File: src/rtl/view_ctrl.sv
// view_ctrl: debounced buttons -> pan/zoom/cursor applied one cycle after frame_start; press latency DEBOUNCE+3.
// toggle_valid/toggle_pos held until toggle_ready; VIEW_CTRL_AUTOREPEAT_EN adds direction autorepeat.
module view_ctrl #(
  parameter int WIDTH         = 12,
  parameter int HSIZE         = 800,
  parameter int VSIZE         = 600,
  parameter int P_PARAM_N     = 100,
  parameter int P_PARAM_M     = 75,
  parameter int POS_OFFSET    = 2,
  parameter int SCROLL_MIN    = 2,
  parameter int SCROLL_MAX    = 5,
  parameter int SCROLL_RST    = 4,
  parameter int DEBOUNCE      = 16,
  parameter int REPEAT_FRAMES = 8
) (
  input  logic               clk,
  input  logic               reset,
  input  logic               frame_start,
  input  logic               btn_up,
  input  logic               btn_down,
  input  logic               btn_left,
  input  logic               btn_right,
  input  logic               btn_zoom_in,
  input  logic               btn_zoom_out,
  input  logic               btn_select,
  input  logic               btn_toggle,
  output logic [15:0]        shift_x,
  output logic [15:0]        shift_y,
  output logic [3:0]         scroll,
  output logic               setting_status,
  output logic [2*WIDTH-1:0] setting_pos,
  output logic               toggle_valid,
  output logic [2*WIDTH-1:0] toggle_pos,
  input  logic               toggle_ready
);
  localparam int NB = 8;
  localparam int CW = $clog2(DEBOUNCE + 1);
  localparam int PW = 2 * WIDTH;
  localparam int B_UP = 0, B_DN = 1, B_LT = 2, B_RT = 3, B_ZI = 4, B_ZO = 5, B_SEL = 6, B_TOG = 7;

  typedef enum logic [1:0] {BROWSE, EDIT, TOGGLE_WAIT} state_t;

  logic [NB-1:0] raw, sync1_q, sync2_q, lvl_q, lvl_d, lvl_dly_q, press_q, press_d, rep_fire, take;
  logic [CW-1:0] cnt_q [NB];
  logic [CW-1:0] cnt_d [NB];

  assign raw = {btn_toggle, btn_select, btn_zoom_out, btn_zoom_in,
                btn_right, btn_left, btn_down, btn_up};

  // A level flips only after DEBOUNCE consecutive disagreeing samples.
  always_comb begin
    lvl_d = lvl_q;
    for (int i = 0; i < NB; i++) begin
      cnt_d[i] = '0;
      if (sync2_q[i] != lvl_q[i]) begin
        if (cnt_q[i] == CW'(DEBOUNCE - 1)) lvl_d[i] = sync2_q[i];
        else cnt_d[i] = cnt_q[i] + 1'b1;
      end
    end
  end

  // Presses landing on frame_start survive into the next frame.
  assign take    = frame_start ? press_q : '0;
  assign press_d = (lvl_q & ~lvl_dly_q) | rep_fire | (frame_start ? '0 : press_q);

  always_ff @(posedge clk) begin
    if (reset) begin
      sync1_q   <= '0;
      sync2_q   <= '0;
      lvl_q     <= '0;
      lvl_dly_q <= '0;
      press_q   <= '0;
      for (int i = 0; i < NB; i++) cnt_q[i] <= '0;
    end else begin
      sync1_q   <= raw;
      sync2_q   <= sync1_q;
      lvl_q     <= lvl_d;
      lvl_dly_q <= lvl_q;
      press_q   <= press_d;
      for (int i = 0; i < NB; i++) cnt_q[i] <= cnt_d[i];
    end
  end

`ifdef VIEW_CTRL_AUTOREPEAT_EN
  localparam int RW = $clog2(REPEAT_FRAMES + 1);
  logic [RW-1:0] rep_q [4];
  logic [RW-1:0] rep_d [4];

  always_comb begin
    rep_fire = '0;
    for (int i = 0; i < 4; i++) begin
      rep_d[i] = rep_q[i];
      if (!lvl_q[i]) begin
        rep_d[i] = '0;
      end else if (frame_start) begin
        if (rep_q[i] == RW'(REPEAT_FRAMES - 1)) begin
          rep_fire[i] = 1'b1;
          rep_d[i]    = '0;
        end else begin
          rep_d[i] = rep_q[i] + 1'b1;
        end
      end
    end
  end

  always_ff @(posedge clk) begin
    if (reset) for (int i = 0; i < 4; i++) rep_q[i] <= '0;
    else       for (int i = 0; i < 4; i++) rep_q[i] <= rep_d[i];
  end
`else
  assign rep_fire = (REPEAT_FRAMES < 0) ? '1 : '0;
`endif

  function automatic logic [16:0] step1(input logic [16:0] v, input logic inc, input logic dec);
    if (inc && !dec) return v + 17'd1;
    if (dec && !inc && v != '0) return v - 17'd1;
    return v;
  endfunction

  function automatic logic [16:0] cap(input logic [16:0] v, input logic [16:0] mx);
    return (v > mx) ? mx : v;
  endfunction

  // Minimal shift that puts cursor c inside [s, s+w), then re-clamped.
  function automatic logic [16:0] follow(input logic [16:0] s, input logic [16:0] c,
                                         input logic [16:0] w, input logic [16:0] mx);
    logic [16:0] r;
    r = s;
    if (c < s) r = c;
    else if (w != '0 && c >= s + w) r = c - w + 17'd1;
    return cap(r, mx);
  endfunction

  state_t            state_q, state_d;
  logic [3:0]        scroll_q, scroll_d;
  logic [15:0]       shx_q, shx_d, shy_q, shy_d, cx_q, cx_d, cy_q, cy_d;
  logic              setting_q, setting_d, tv_q, tv_d, edit_m;
  logic [PW-1:0]     tp_q, tp_d, pos_q, pos_d;
  logic [16:0]       view_w, view_h, max_x, max_y, sx, sy, cx, cy;

  always_comb begin
    state_d = state_q;  scroll_d = scroll_q;  setting_d = setting_q;
    shx_d = shx_q;  shy_d = shy_q;  cx_d = cx_q;  cy_d = cy_q;
    tv_d = tv_q;  tp_d = tp_q;
    view_w = '0;  view_h = '0;  max_x = '0;  max_y = '0;
    sx = {1'b0, shx_q};  sy = {1'b0, shy_q};  cx = {1'b0, cx_q};  cy = {1'b0, cy_q};
    edit_m = (state_q != BROWSE);

    if (tv_q && toggle_ready) begin
      tv_d = 1'b0;
      if (state_q == TOGGLE_WAIT) state_d = EDIT;
    end

    if (frame_start) begin
      if (take[B_ZI] && !take[B_ZO] && scroll_q < 4'(SCROLL_MAX)) scroll_d = scroll_q + 4'd1;
      if (take[B_ZO] && !take[B_ZI] && scroll_q > 4'(SCROLL_MIN)) scroll_d = scroll_q - 4'd1;

      view_w = 17'(HSIZE) >> scroll_d;
      view_h = 17'(VSIZE) >> scroll_d;
      max_x  = (17'(P_PARAM_N) > view_w) ? 17'(P_PARAM_N) - view_w : '0;
      max_y  = (17'(P_PARAM_M) > view_h) ? 17'(P_PARAM_M) - view_h : '0;

      if (edit_m) begin
        cx = cap(step1(cx, take[B_RT], take[B_LT]), 17'(P_PARAM_N - 1));
        cy = cap(step1(cy, take[B_DN], take[B_UP]), 17'(P_PARAM_M - 1));
        sx = follow(cap(sx, max_x), cx, view_w, max_x);
        sy = follow(cap(sy, max_y), cy, view_h, max_y);
      end else begin
        sx = cap(step1(sx, take[B_RT], take[B_LT]), max_x);
        sy = cap(step1(sy, take[B_DN], take[B_UP]), max_y);
      end
      shx_d = sx[15:0];  shy_d = sy[15:0];  cx_d = cx[15:0];  cy_d = cy[15:0];

      case (state_q)
        BROWSE: if (take[B_SEL]) begin
          state_d   = EDIT;
          setting_d = 1'b1;
        end
        EDIT: if (take[B_SEL]) begin
          state_d   = BROWSE;
          setting_d = 1'b0;
        end else if (take[B_TOG]) begin
          state_d = TOGGLE_WAIT;
          tv_d    = 1'b1;
          tp_d    = pos_q;
        end
        default: ;
      endcase
    end

    pos_d = PW'(cy_d) * PW'(P_PARAM_N) + PW'(cx_d) + PW'(POS_OFFSET);
  end

  always_ff @(posedge clk) begin
    if (reset) begin
      state_q   <= BROWSE;
      scroll_q  <= 4'(SCROLL_RST);
      setting_q <= 1'b0;
      shx_q     <= '0;
      shy_q     <= '0;
      cx_q      <= '0;
      cy_q      <= '0;
      tv_q      <= 1'b0;
      tp_q      <= '0;
      pos_q     <= PW'(POS_OFFSET);
    end else begin
      state_q   <= state_d;
      scroll_q  <= scroll_d;
      setting_q <= setting_d;
      shx_q     <= shx_d;
      shy_q     <= shy_d;
      cx_q      <= cx_d;
      cy_q      <= cy_d;
      tv_q      <= tv_d;
      tp_q      <= tp_d;
      pos_q     <= pos_d;
    end
  end

  assign shift_x        = shx_q;
  assign shift_y        = shy_q;
  assign scroll         = scroll_q;
  assign setting_status = setting_q;
  assign setting_pos    = pos_q;
  assign toggle_valid   = tv_q;
  assign toggle_pos     = tp_q;
endmodule

File: config.mk
export PLATFORM = sky130hd
export DESIGN_NAME = view_ctrl
export DESIGN_NICKNAME = d
export VERILOG_FILES = /design/src/rtl/view_ctrl.sv
export SDC_FILE = /design/constraint.sdc
export NUM_CORES = 1
export LEC_CHECK = 0
export CAP_MARGIN = 20
export CORE_MARGIN = 2
export CORE_UTILIZATION = 30
export DETAILED_ROUTE_END_ITERATION = 7
export RECOVER_POWER = 25
export SYNTH_ARGS = -nofsm -noshare
export SYNTH_HDL_FRONTEND = slang
export SYNTH_SLANG_ARGS = --single-unit
export TNS_END_PERCENT = 10
File: constraint.sdc
create_clock -name clk -period 12.7 [get_ports clk]
set_input_delay 1.905 -clock clk [delete_from_list [all_inputs] [get_ports clk]]
set_output_delay 1.905 -clock clk [all_outputs]
set_load 0.02 [all_outputs]
==> out/qor.txt <==
flop2flop setup slack - 1210 ps
Leakage - 11.40 nW
Rows - 96
Layout area overhead - 20.56%
post-synthesis register bit count - 199
clk_lat worst skew - 510 ps
vias in the first global route - 18,870
Post-DRT Antenna Nets - 0
RSZ-0062 raised after global routing - yes
largest net degree at the start of global routing - 83
clk slew on worst S/H paths - 80 ps
GRT overflow - 0
H-tree depth - 4
layout cells sized above 1 - 11.14%
Power Total - 1.742 mW
Final min period - 12,060 ps
DRC - 0
placed cells - 3,842
Min-Delay Path Class - reg2reg
Post-synth ARST share - 0%
Max Slew Vio Count - 0
CP arrival - 12,470 ps
post-DP HPWL - 51.45 mm
Max stage delay cell, worst path - or4_4
critical path's most frequent cell - ha_1
prevailing post-synth register cell - dfxtp_1
GPL Wtd Cong - 0.9364
Cell Count, Final, Fillers Out - 3,876
WP buf/inv - 4
Layout Skew - 18.79 ps
post-synthesis cell area - 20,870 sq um
die width - 267.7 um
Via-to-Cell Ratio - 5.153
die area - 71,680 sq um
core area - 68,710 sq um
Post-synth EDFFs - 0
wire per inst - 16.88 um
VDD IR-drop max - 0.1299 mV
Final Hold Vio Count - 0
final setup fails - 0
drt total wl - 65.41 mm
status - completed
Starting Density - 30.37%
Die Y - 267.7 um
Syn Area/Cell - 7.853 sq um
Fin Setup TNS - 0 ps
post-layout util - 36.61%
antenna violations before repair - 1
port buffer count - 97
GRT Total Usage - 18.17%
DR iter-0 viols - 1,534
critical path class - in2reg
critical path's largest stage delay - 550 ps
crit-path max FO - 6
# hold bufs at CTS - 0
Slew Limit Headroom - 32.13%
Top delay family on crit path - compound AO/OA/AOI/OAI gates
endpoint class of the critical path - register
Netlist cell types - 99
Crit path required time - 13,110 ps
Fmax - 0.08289 GHz
fillers - 7,258
Synth Instances - 2,657
CTS Root Buffer Type - clkbuf_16
ant diodes - 0
total iterations of the first detailed-routing run - 8
max capacitance violation total - 0
sequential cell area fraction in the yosys report - 19.09%
total number of vias - 19,970
CTS tree - yes
I/O Pins - 98
synth warn - 0
CTS buffer count - 17
Worst setup SP type - input pin
Final nets - 3,305
first-pass GRT wire length - 103.4 mm
CTS max path bufs - 2
hold slack final - 435.8 ps
Power Density - 69.23 nW/um^2
clk sinks - 199
worst-margin pin slew - 1018 ps
Final period util - 94.99%
cells by family (layout without fill, tap and decap cells):
family,Yosys count,count (layout),synth area share (%)
mux,65,65,3.226
xor+xnor,144,144,6.044
other cells,2,85,0.03599
buf+inv,292,497,5.451
simple gates,927,927,22.20
flops,199,199,19.09
compound gates,668,668,21.79
fa+ha+maj,360,360,22.16
state kept, by name, summed over array words and instances, names as in the netlist:
register        flops
cnt_q              40
toggle_pos         24
setting_pos        23
cx_q               16
cy_q               16
shift_x            16
shift_y            16
lvl_dly_q           8
lvl_q               8
press_q             8
sync1_q             8
sync2_q             8
scroll              4
state_q             2
setting_status      1
toggle_valid        1
report_power, final:
| group | leakage, nW | internal, mW | switching, mW |
|---|---|---|---|
| clock network | 0.292 | 0.282 | 0.298 |
| registers | 1.61 | 0.633 | 0.0290 |
| logic | 9.49 | 0.233 | 0.266 |
cell usage after synthesis (9+ instances only):
library cell	n	area share [%]
a211o_1	10	0.42
a211oi_1	34	1.2
a21o_1	66	2.4
a21oi_1	173	4.1
a221oi_1	12	0.50
a22oi_1	12	0.43
a31oi_1	22	0.66
and2_1	49	1.5
and3_1	28	0.84
buf_2	14	0.34
clkbuf_1	89	1.6
dfxtp_1	199	19
fa_1	16	1.5
ha_1	344	21
inv_1	180	3.2
mux2_2	17	0.92
mux2i_1	47	2.3
nand2_1	232	4.2
nand2b_1	22	0.66
nand3_1	55	1.3
nand4_1	44	1.3
nor2_1	223	4.0
nor2b_1	63	1.9
nor3_1	77	1.8
nor4_1	19	0.57
o211ai_1	24	0.86
o21a_1	35	1.3
o21ai_0	103	2.5
o21bai_1	24	0.86
o22ai_1	12	0.36
o31ai_1	22	0.79
o41ai_1	9	0.38
or2_2	22	0.66
or3_1	34	1.0
or4_1	12	0.43
xnor2_1	92	3.9
xor2_1	52	2.2
cell type report:
class / count / area (sq um) / share of cell area (%)
Clock buffer: 17 / 425.4 / 1.691
Tap cell: 931 / 1165 / 4.631
Clock inverter: 14 / 182.7 / 0.7262
Sequential cell: 199 / 3984 / 15.84
Timing Repair Buffer: 285 / 2395 / 9.520
Multi-Input combinational cell: 2249 / 16320 / 64.89
Inverter: 181 / 679.4 / 2.701
per-stage QoR:
| stage | setup slack, ps | instance area (sq um) |
|---|---|---|
| finish | 636.4 | 25160 |
| global route | -88.60 | 25160 |
| CTS | 110.6 | 24900 |
| detailed placement | -368.4 | 24300 |
| global placement | -147.2 | 24300 |
| floorplan | -34.10 | 21200 |
final timing paths:
check,end,start,cells past startpoint
setup / recovery,shift_y[7],frame_start,59
hold / removal,sync2_q[0],sync1_q[0],1
setup reg to reg,shift_y[7],scroll[0],60
hold reg to reg,sync2_q[0],sync1_q[0],1
metal layers:
metal / track usage (%) / wire, um
met1: 24.59 / 31030
met2: 29.16 / 29170
met3: 3.116 / 3237
met4: 6.100 / 1961
met5: 0 / 12
cell usage in the layout (no fill, tap or decap), drive strengths merged, types with 10 or more instances in the layout:
cell and instances:
ha 344, nand2 232, nor2 224, dfxtp 199, buf 190, inv 186, a21oi 173, o21ai 108
clkdlybuf4s50 95, xnor2 92, conb 85, nor3 79, a21o 66, nor2b 63, nand3 55, xor2 52
and2 50, mux2i 47, nand4 45, o21a 36, a211oi 36, or3 35, and3 28, o211ai 25
o21bai 24, o31ai 24, or2 23, nand2b 22, a31oi 22, nor4 20, mux2 18, clkbuf 17
fa 16, or4 13, o22ai 12, a22oi 12, a221oi 12, a211o 10, o41ai 10
what timing repair did:
| item | in CTS | in global routing |
|---|---|---|
| resized for setup | 0 | 51 |
| buffers inserted | 0 | 3 |
| endpoints found under the setup margin | 0 | 32 |
Note: power is estimated with default switching activity, not from simulation.
